===== config.mk =====
export PLATFORM = sky130hd
export DESIGN_NAME = fetch_ctrl_flat
export DESIGN_NICKNAME = d
export VERILOG_FILES = /design/src/rtl/mips_pkg.sv /design/src/rtl/fetch_ctrl_if.sv /design/src/rtl/fetch_pc_next.sv /design/src/rtl/fetch_ctrl.sv /design/src/flat_wrapper.sv
export SDC_FILE = /design/constraint.sdc
export NUM_CORES = 1
export LEC_CHECK = 0
export BUFFER_PORTS_ARGS = -buffer_cell sky130_fd_sc_hd__buf_2
export CORE_MARGIN = 10
export CORE_UTILIZATION = 45
export DETAILED_ROUTE_END_ITERATION = 16
export PLACE_DENSITY_LB_ADDON = 0.08
export REMOVE_ABC_BUFFERS = 1
export SYNTH_ARGS = -nofsm -noshare
export SYNTH_HDL_FRONTEND = slang
export SYNTH_SLANG_ARGS = --single-unit

===== constraint.sdc =====
create_clock -name clk -period 7.1 [get_ports clk]
set_input_delay 0.355 -clock clk [delete_from_list [all_inputs] [get_ports clk]]
set_output_delay 0.355 -clock clk [all_outputs]
set_load 0.05 [all_outputs]

===== src/rtl/mips_pkg.sv =====
// Shared types and constants for the MIPS fetch stage.
// Holds the fetch FSM encoding and the default fetch words.
package mips_pkg;

    typedef enum logic [1:0] {
        FC_BOOT,
        FC_RUN,
        FC_HALT
    } fc_state_t;

    localparam logic [31:0] HALT_WORD_DEFAULT = 32'hFFFF_FFFF;
    localparam logic [31:0] RESET_PC_DEFAULT  = 32'h0000_0000;
    localparam logic [31:0] NOP_WORD          = 32'h0000_0000;

    function automatic logic [31:0] word_align(input logic [31:0] a);
        return {a[31:2], 2'b00};
    endfunction

endpackage


===== src/rtl/fetch_ctrl_if.sv =====
// Loader, instruction-memory and decode-side signals of fetch_ctrl.
// slave is the controller's view, master the environment's view.
interface fetch_ctrl_if #(
    parameter int AW = 5
);
    logic          load_valid;
    logic          load_ready;
    logic [AW-1:0] load_addr;
    logic [31:0]   load_data;
    logic          load_done;
    logic          stall;
    logic          redirect_valid;
    logic [31:0]   redirect_target;
    logic          imem_we;
    logic [AW-1:0] imem_waddr;
    logic [31:0]   imem_wdata;
    logic [AW-1:0] imem_raddr;
    logic [31:0]   imem_rdata;
    logic [31:0]   pc;
    logic [31:0]   instr;
    logic [31:0]   instr_pc;
    logic          instr_valid;
    logic          halted;

    modport slave (
        input  load_valid, load_addr, load_data, load_done,
        input  stall, redirect_valid, redirect_target, imem_rdata,
        output load_ready, imem_we, imem_waddr, imem_wdata,
        output imem_raddr, pc, instr, instr_pc, instr_valid, halted
    );

    modport master (
        output load_valid, load_addr, load_data, load_done,
        output stall, redirect_valid, redirect_target, imem_rdata,
        input  load_ready, imem_we, imem_waddr, imem_wdata,
        input  imem_raddr, pc, instr, instr_pc, instr_valid, halted
    );

endinterface


===== src/rtl/fetch_pc_next.sv =====
// Next-PC mux: a redirect wins over hold, hold wins over +4.
// Redirect targets are forced onto a word boundary.
module fetch_pc_next
    import mips_pkg::*;
(
    input  logic [31:0] pc_i,
    input  logic        redirect_i,
    input  logic [31:0] target_i,
    input  logic        hold_i,
    output logic [31:0] pc_next_o
);

    // Select the next fetch address.
    always_comb begin
        pc_next_o = pc_i + 32'd4;
        if (redirect_i) begin
            pc_next_o = word_align(target_i);
        end else if (hold_i) begin
            pc_next_o = pc_i;
        end
    end

endmodule


===== src/rtl/fetch_ctrl.sv =====
// Fetch-stage controller: boot loading, PC sequencing, stall,
// redirect and halt handling in front of the decode stage.
module fetch_ctrl
    import mips_pkg::*;
#(
    parameter int          IMEM_DEPTH = 32,
    parameter logic [31:0] RESET_PC   = RESET_PC_DEFAULT,
    parameter logic [31:0] HALT_WORD  = HALT_WORD_DEFAULT
) (
    input logic          clk,
    input logic          reset,
    fetch_ctrl_if.slave  bus
);

    localparam int AW = $clog2(IMEM_DEPTH);

    fc_state_t   state_q, state_d;
    logic [31:0] pc_q, pc_d;
    logic [31:0] instr_q, instr_d;
    logic [31:0] instr_pc_q, instr_pc_d;
    logic        valid_q, valid_d;
    logic        redir;
    logic        adv;
    logic        we;
    logic        is_halt;

    assign is_halt = (bus.imem_rdata == HALT_WORD);

    fetch_pc_next u_pc_next (
        .pc_i      (pc_q),
        .redirect_i(redir),
        .target_i  (bus.redirect_target),
        .hold_i    (!adv),
        .pc_next_o (pc_d)
    );

    // Next state and fetch-register updates; a redirect beats stall.
    always_comb begin
        state_d    = state_q;
        instr_d    = instr_q;
        instr_pc_d = instr_pc_q;
        valid_d    = valid_q;
        redir      = 1'b0;
        adv        = 1'b0;
        we         = 1'b0;
        unique case (state_q)
            FC_BOOT: begin
                we      = bus.load_valid;
                valid_d = 1'b0;
                if (bus.load_done) begin
                    state_d = FC_RUN;
                end
            end
            FC_RUN: begin
                if (bus.redirect_valid) begin
                    redir   = 1'b1;
                    valid_d = 1'b0;
                    instr_d = NOP_WORD;
                end else if (!bus.stall) begin
                    instr_d    = bus.imem_rdata;
                    instr_pc_d = pc_q;
                    valid_d    = 1'b1;
                    if (is_halt) begin
                        state_d = FC_HALT;
                    end else begin
                        adv = 1'b1;
                    end
                end
            end
            FC_HALT: begin
                if (bus.redirect_valid) begin
                    redir   = 1'b1;
                    state_d = FC_RUN;
                    valid_d = 1'b0;
                    instr_d = NOP_WORD;
                end else if (!bus.stall) begin
                    valid_d = 1'b0;
                end
            end
            default: begin
                state_d = FC_BOOT;
            end
        endcase
    end

    // State and fetch registers, cleared asynchronously by reset.
    always_ff @(posedge clk or posedge reset) begin
        if (reset) begin
            state_q    <= FC_BOOT;
            pc_q       <= RESET_PC;
            instr_q    <= NOP_WORD;
            instr_pc_q <= 32'h0;
            valid_q    <= 1'b0;
        end else begin
            state_q    <= state_d;
            pc_q       <= pc_d;
            instr_q    <= instr_d;
            instr_pc_q <= instr_pc_d;
            valid_q    <= valid_d;
        end
    end

    assign bus.load_ready  = (state_q == FC_BOOT);
    assign bus.imem_we     = we;
    assign bus.imem_waddr  = bus.load_addr;
    assign bus.imem_wdata  = bus.load_data;
    assign bus.imem_raddr  = pc_q[AW+1:2];
    assign bus.pc          = pc_q;
    assign bus.instr       = instr_q;
    assign bus.instr_pc    = instr_pc_q;
    assign bus.instr_valid = valid_q;
    assign bus.halted      = (state_q == FC_HALT);

endmodule


===== src/flat_wrapper.sv =====
// flat-port wrapper written by rule: the top's interface ports become plain ports
module fetch_ctrl_flat import mips_pkg::*;
#(
    parameter int          IMEM_DEPTH = 32,
    parameter logic [31:0] RESET_PC   = RESET_PC_DEFAULT,
    parameter logic [31:0] HALT_WORD  = HALT_WORD_DEFAULT
)
  (clk, reset, bus_load_valid, bus_load_addr, bus_load_data, bus_load_done, bus_stall, bus_redirect_valid, bus_redirect_target, bus_imem_rdata, bus_load_ready, bus_imem_we, bus_imem_waddr, bus_imem_wdata, bus_imem_raddr, bus_pc, bus_instr, bus_instr_pc, bus_instr_valid, bus_halted);
  fetch_ctrl_if #(.AW(5)) bus_i ();
  input logic clk;
  input logic reset;
  input wire logic [$bits(bus_i.load_valid)-1:0] bus_load_valid;
  input wire logic [$bits(bus_i.load_addr)-1:0] bus_load_addr;
  input wire logic [$bits(bus_i.load_data)-1:0] bus_load_data;
  input wire logic [$bits(bus_i.load_done)-1:0] bus_load_done;
  input wire logic [$bits(bus_i.stall)-1:0] bus_stall;
  input wire logic [$bits(bus_i.redirect_valid)-1:0] bus_redirect_valid;
  input wire logic [$bits(bus_i.redirect_target)-1:0] bus_redirect_target;
  input wire logic [$bits(bus_i.imem_rdata)-1:0] bus_imem_rdata;
  output wire logic [$bits(bus_i.load_ready)-1:0] bus_load_ready;
  output wire logic [$bits(bus_i.imem_we)-1:0] bus_imem_we;
  output wire logic [$bits(bus_i.imem_waddr)-1:0] bus_imem_waddr;
  output wire logic [$bits(bus_i.imem_wdata)-1:0] bus_imem_wdata;
  output wire logic [$bits(bus_i.imem_raddr)-1:0] bus_imem_raddr;
  output wire logic [$bits(bus_i.pc)-1:0] bus_pc;
  output wire logic [$bits(bus_i.instr)-1:0] bus_instr;
  output wire logic [$bits(bus_i.instr_pc)-1:0] bus_instr_pc;
  output wire logic [$bits(bus_i.instr_valid)-1:0] bus_instr_valid;
  output wire logic [$bits(bus_i.halted)-1:0] bus_halted;
  assign bus_i.load_valid = bus_load_valid;
  assign bus_i.load_addr = bus_load_addr;
  assign bus_i.load_data = bus_load_data;
  assign bus_i.load_done = bus_load_done;
  assign bus_i.stall = bus_stall;
  assign bus_i.redirect_valid = bus_redirect_valid;
  assign bus_i.redirect_target = bus_redirect_target;
  assign bus_i.imem_rdata = bus_imem_rdata;
  assign bus_load_ready = bus_i.load_ready;
  assign bus_imem_we = bus_i.imem_we;
  assign bus_imem_waddr = bus_i.imem_waddr;
  assign bus_imem_wdata = bus_i.imem_wdata;
  assign bus_imem_raddr = bus_i.imem_raddr;
  assign bus_pc = bus_i.pc;
  assign bus_instr = bus_i.instr;
  assign bus_instr_pc = bus_i.instr_pc;
  assign bus_instr_valid = bus_i.instr_valid;
  assign bus_halted = bus_i.halted;
  fetch_ctrl #(.IMEM_DEPTH(IMEM_DEPTH), .RESET_PC(RESET_PC), .HALT_WORD(HALT_WORD)) u_core (.clk(clk), .reset(reset), .bus(bus_i));
endmodule

==> summary.md <==
| Metric | Value |
|---|---|
| Fin Setup TNS | `0 ns` |
| Largest net degree at the start of global routing | `65` |
| Max clock buf depth | `2` |
| Num CTS Buffers | `9` |
| Leak Pwr | `2.90 nW` |
| Share of layout cells above drive strength 1 | `30.7%` |
| Commonest non-fill, non-tap cell in the layout | `nand2_1` |
| CP endpoint | `u_core.bus.pc[14]$_DFFE_PP0P_` |
| Chip height | `around 130 microns` |
| Max Transition Viols Final | `0` |
| Clock power share | `26.0%` |
| Unrepaired setup endpoints after global routing | `no` |
| CTS clk-pin slew, worst paths | `around 0.09 ns` |
| Vias | `4283` |
| Cell depth of the worst flop-to-flop path | `6` |
| CP Launch Point | `u_core.state_q[1]$_DFFE_PP0P_` |
| Layout Nets | `787` |
| Mapped cell area | `5010 sq um` |
| # hold bufs at CTS | `0` |
| Setup repair bufs after CTS | `0` |
| Row cnt | `38` |
| Routed wire length | `15400 microns` |
| Crit. End Element | `flip-flop` |
| Max Fclk | `0.359 GHz` |
| Die Width | `125 microns` |
| Worst Hold Class | `primary input to asynchronous set/reset pin` |
| Antenna diodes | `0` |
| R2r setup slk | `approximately 4.3 ns` |
| Worst Path Arrival | `3.03 ns` |
| Design Area, Final | `~5800 sq um` |
| DR DRC count | `0` |
| Post-DR vias/cell | `5.22` |
| Internal Pwr Total | `875 uW` |
| Crit path max fanout | `44` |
| Most used DFF post-synth | `dfrtp_1` |
| Synth Register Bits | `95` |
| Cell total after placement | `between 800 and 900` |
| Setup crit start kind | `flip-flop` |
| Fin util | `a little over half` |
| Hold Fails Final Rpt | `0` |
| Post-synth EDFFs | `0` |
| Fin crit share | `39.3%` |
| Power density over cell area | `248 nW/um^2` |
| Yosys top cell by area | `dfrtp_1` |
| Slew HR | `21.5%` |
| First-pass GRT wire length | `23800 microns` |
| DR iter-0 viols | `186` |
| Ys async rst share | `100%` |
| Switching Share | `39.5%` |
| Root buffer cell | `clkbuf_8` |
| # resized after CTS | `0` |
| Synth Area per Inst | `8.92 sq um` |
| Ys Warns | `0` |
| R2R Path Start | `u_core.state_q[1]$_DFFE_PP0P_` |
| Syn-to-layout area delta | `16.6%` |
| Comb pwr share | `29.6%` |
| Die area | `between 15000 and 20000 sq um` |
| Crit Path Class | `flip-flop to flip-flop` |
| Sink Count | `95` |
| Routed len/inst | `18.8 microns` |
| Sw Pwr | `570 uW` |
| Total GRT Usage | `18.6%` |
| Non-Filler Instances | `820` |
| H-tree levels | `3` |
| CTS tree | `built` |
| Setup Skew | `0.00827 ns` |
| Total of max-cap violations | `0` |
| DR pass1 iterations | `4` |
| Antenna-violating nets left | `0` |
| Slew at the pin with the worst max-slew slack | `between 1 and 1.5 ns` |
| HPWL Detailed | `approximately 12000 microns` |
| Number of port buffers | `168` |
| Yosys top cell area share | `47.5%` |
| Commonest cells after routing, fill and taps aside | `nand2_1, buf_2, dfrtp_1, o21ai_0` |
| Worst IR Drop VDD | `between 0.1 and 0.15 mV` |
| Fin crit period | `2.79 ns` |
| Placeable Area | `10900 sq um` |
| Req. time, crit path | `7.35 ns` |
| Synth cell types | `50` |
| Seq pwr share | `44.4%` |
| Vias in the first global route | `4334` |
| Number of top-level pins | `249` |
| Gate Count Post-Synth | `~560` |
| Final setup viols | `0` |
| Status | `finished clean` |
| Initial antenna violation count | `2` |
| Capture point of the worst reg-to-reg path | `u_core.bus.pc[14]$_DFFE_PP0P_` |
| Post-place instance area | `approximately 5600 sq um` |
| Sequential area share after synthesis | `between 40% and 50%` |
| GPL Wtd Cong | `0.829` |
| Initial Utilization | `46.0%` |
| Worst skew pair latency | `0.36 ns` |
| GR Overflow Total | `0` |
| Synth area leaders | `dfrtp_1, nand2_1, buf_4, o21ai_0, xnor2_1` |
synth_stat cells (6+ instances only):
| cell type | n |
|---|---|
| nand4_1 | 14 |
| nand3_1 | 10 |
| a21oi_1 | 6 |
| nand2_1 | 185 |
| xnor2_1 | 17 |
| a2111oi_1 | 6 |
| buf_4 | 46 |
| a31oi_1 | 9 |
| or3_1 | 6 |
| o21ai_0 | 49 |
| clkbuf_1 | 21 |
| o21ai_1 | 6 |
| dfrtp_1 | 95 |
| nor2_1 | 18 |
| inv_1 | 8 |
final cells by class:
type | instances | area, sq um
flip-flops and latches | 95 | 2380
clock inverters | 4 | 52.6
well taps | 140 | 175
inverters | 8 | 32.5
fillers | 1086 | 5050
clock buffers | 12 | 155
multi-input cells | 389 | 2170
repair buffers | 172 | 871
metal layers:
metal,share of wire [%],global-route usage (%),up-vias
li1,-,-,2080
met1,47,24.7,2014
met2,42,26.4,166
met3,9.6,8.66,17
met4,0.84,4.40,6
met5,0.38,3.10,-
registers in the layout (all words and copies together) (netlist names):
name / count
u_core.bus.instr_pc: 30
u_core.state_q: 2
u_core.bus.pc: 30
u_core.bus.instr: 32
u_core.bus.instr_valid: 1
worst max-delay path, cell delays in order, from the launching register on:
cell and delay, ns:
dfrtp_1 0.43, inv_1 0.10, ha_1 0.35, nand2_2 0.61
a21oi_2 0.70, a21boi_0 0.17, o31a_1 0.30
power groups by stage:
stage               Sequential [mW]  Combinational, mW  Clock (mW)
floorplan                     0.861             0.0952           0
global placement              0.651              0.430           0
detailed placement            0.653              0.434           0
CTS                           0.643              0.434       0.388
global route                  0.652              0.457       0.404
finish                        0.642              0.428       0.375
cell families after synthesis:
group | Yosys count | synth area share [%]
xor+xnor | 17 | 2.97
compound gates | 100 | 13.1
fa+ha+maj | 5 | 1.25
mux | 2 | 0.400
simple gates | 261 | 24.9
other cells | 1 | 0.0749
flops | 95 | 47.5
buf+inv | 80 | 9.82
worst min path at each step:
stage	startpoint	to	slack, ns
6_report	reset	u_core.bus.instr[9]$_DFFE_PP0P_	0.04
5_1_grt	reset	u_core.bus.instr[14]$_DFFE_PP0P_	0.07
4_1_cts	reset	u_core.bus.instr[8]$_DFFE_PP0P_	0.05
3_5_place_dp	reset	u_core.bus.instr[8]$_DFFE_PP0P_	0.44
3_3_place_gp	reset	u_core.bus.instr[9]$_DFFE_PP0P_	0.44
2_1_floorplan	bus_redirect_valid	u_core.bus.instr_valid$_DFFE_PP0P_	0.46
through the flow:
step | hold slack (ns) | total power [mW] | worst slack [ns]
after floorplan | 0.465 | 0.956 | 3.46
after global placement | 0.436 | 1.08 | 4.41
after detailed placement | 0.443 | 1.09 | 4.33
after CTS | 0.0468 | 1.47 | 4.32
after global routing | 0.0684 | 1.51 | 4.12
final | 0.0371 | 1.45 | 4.31
Power figures use the tool's default switching activity.
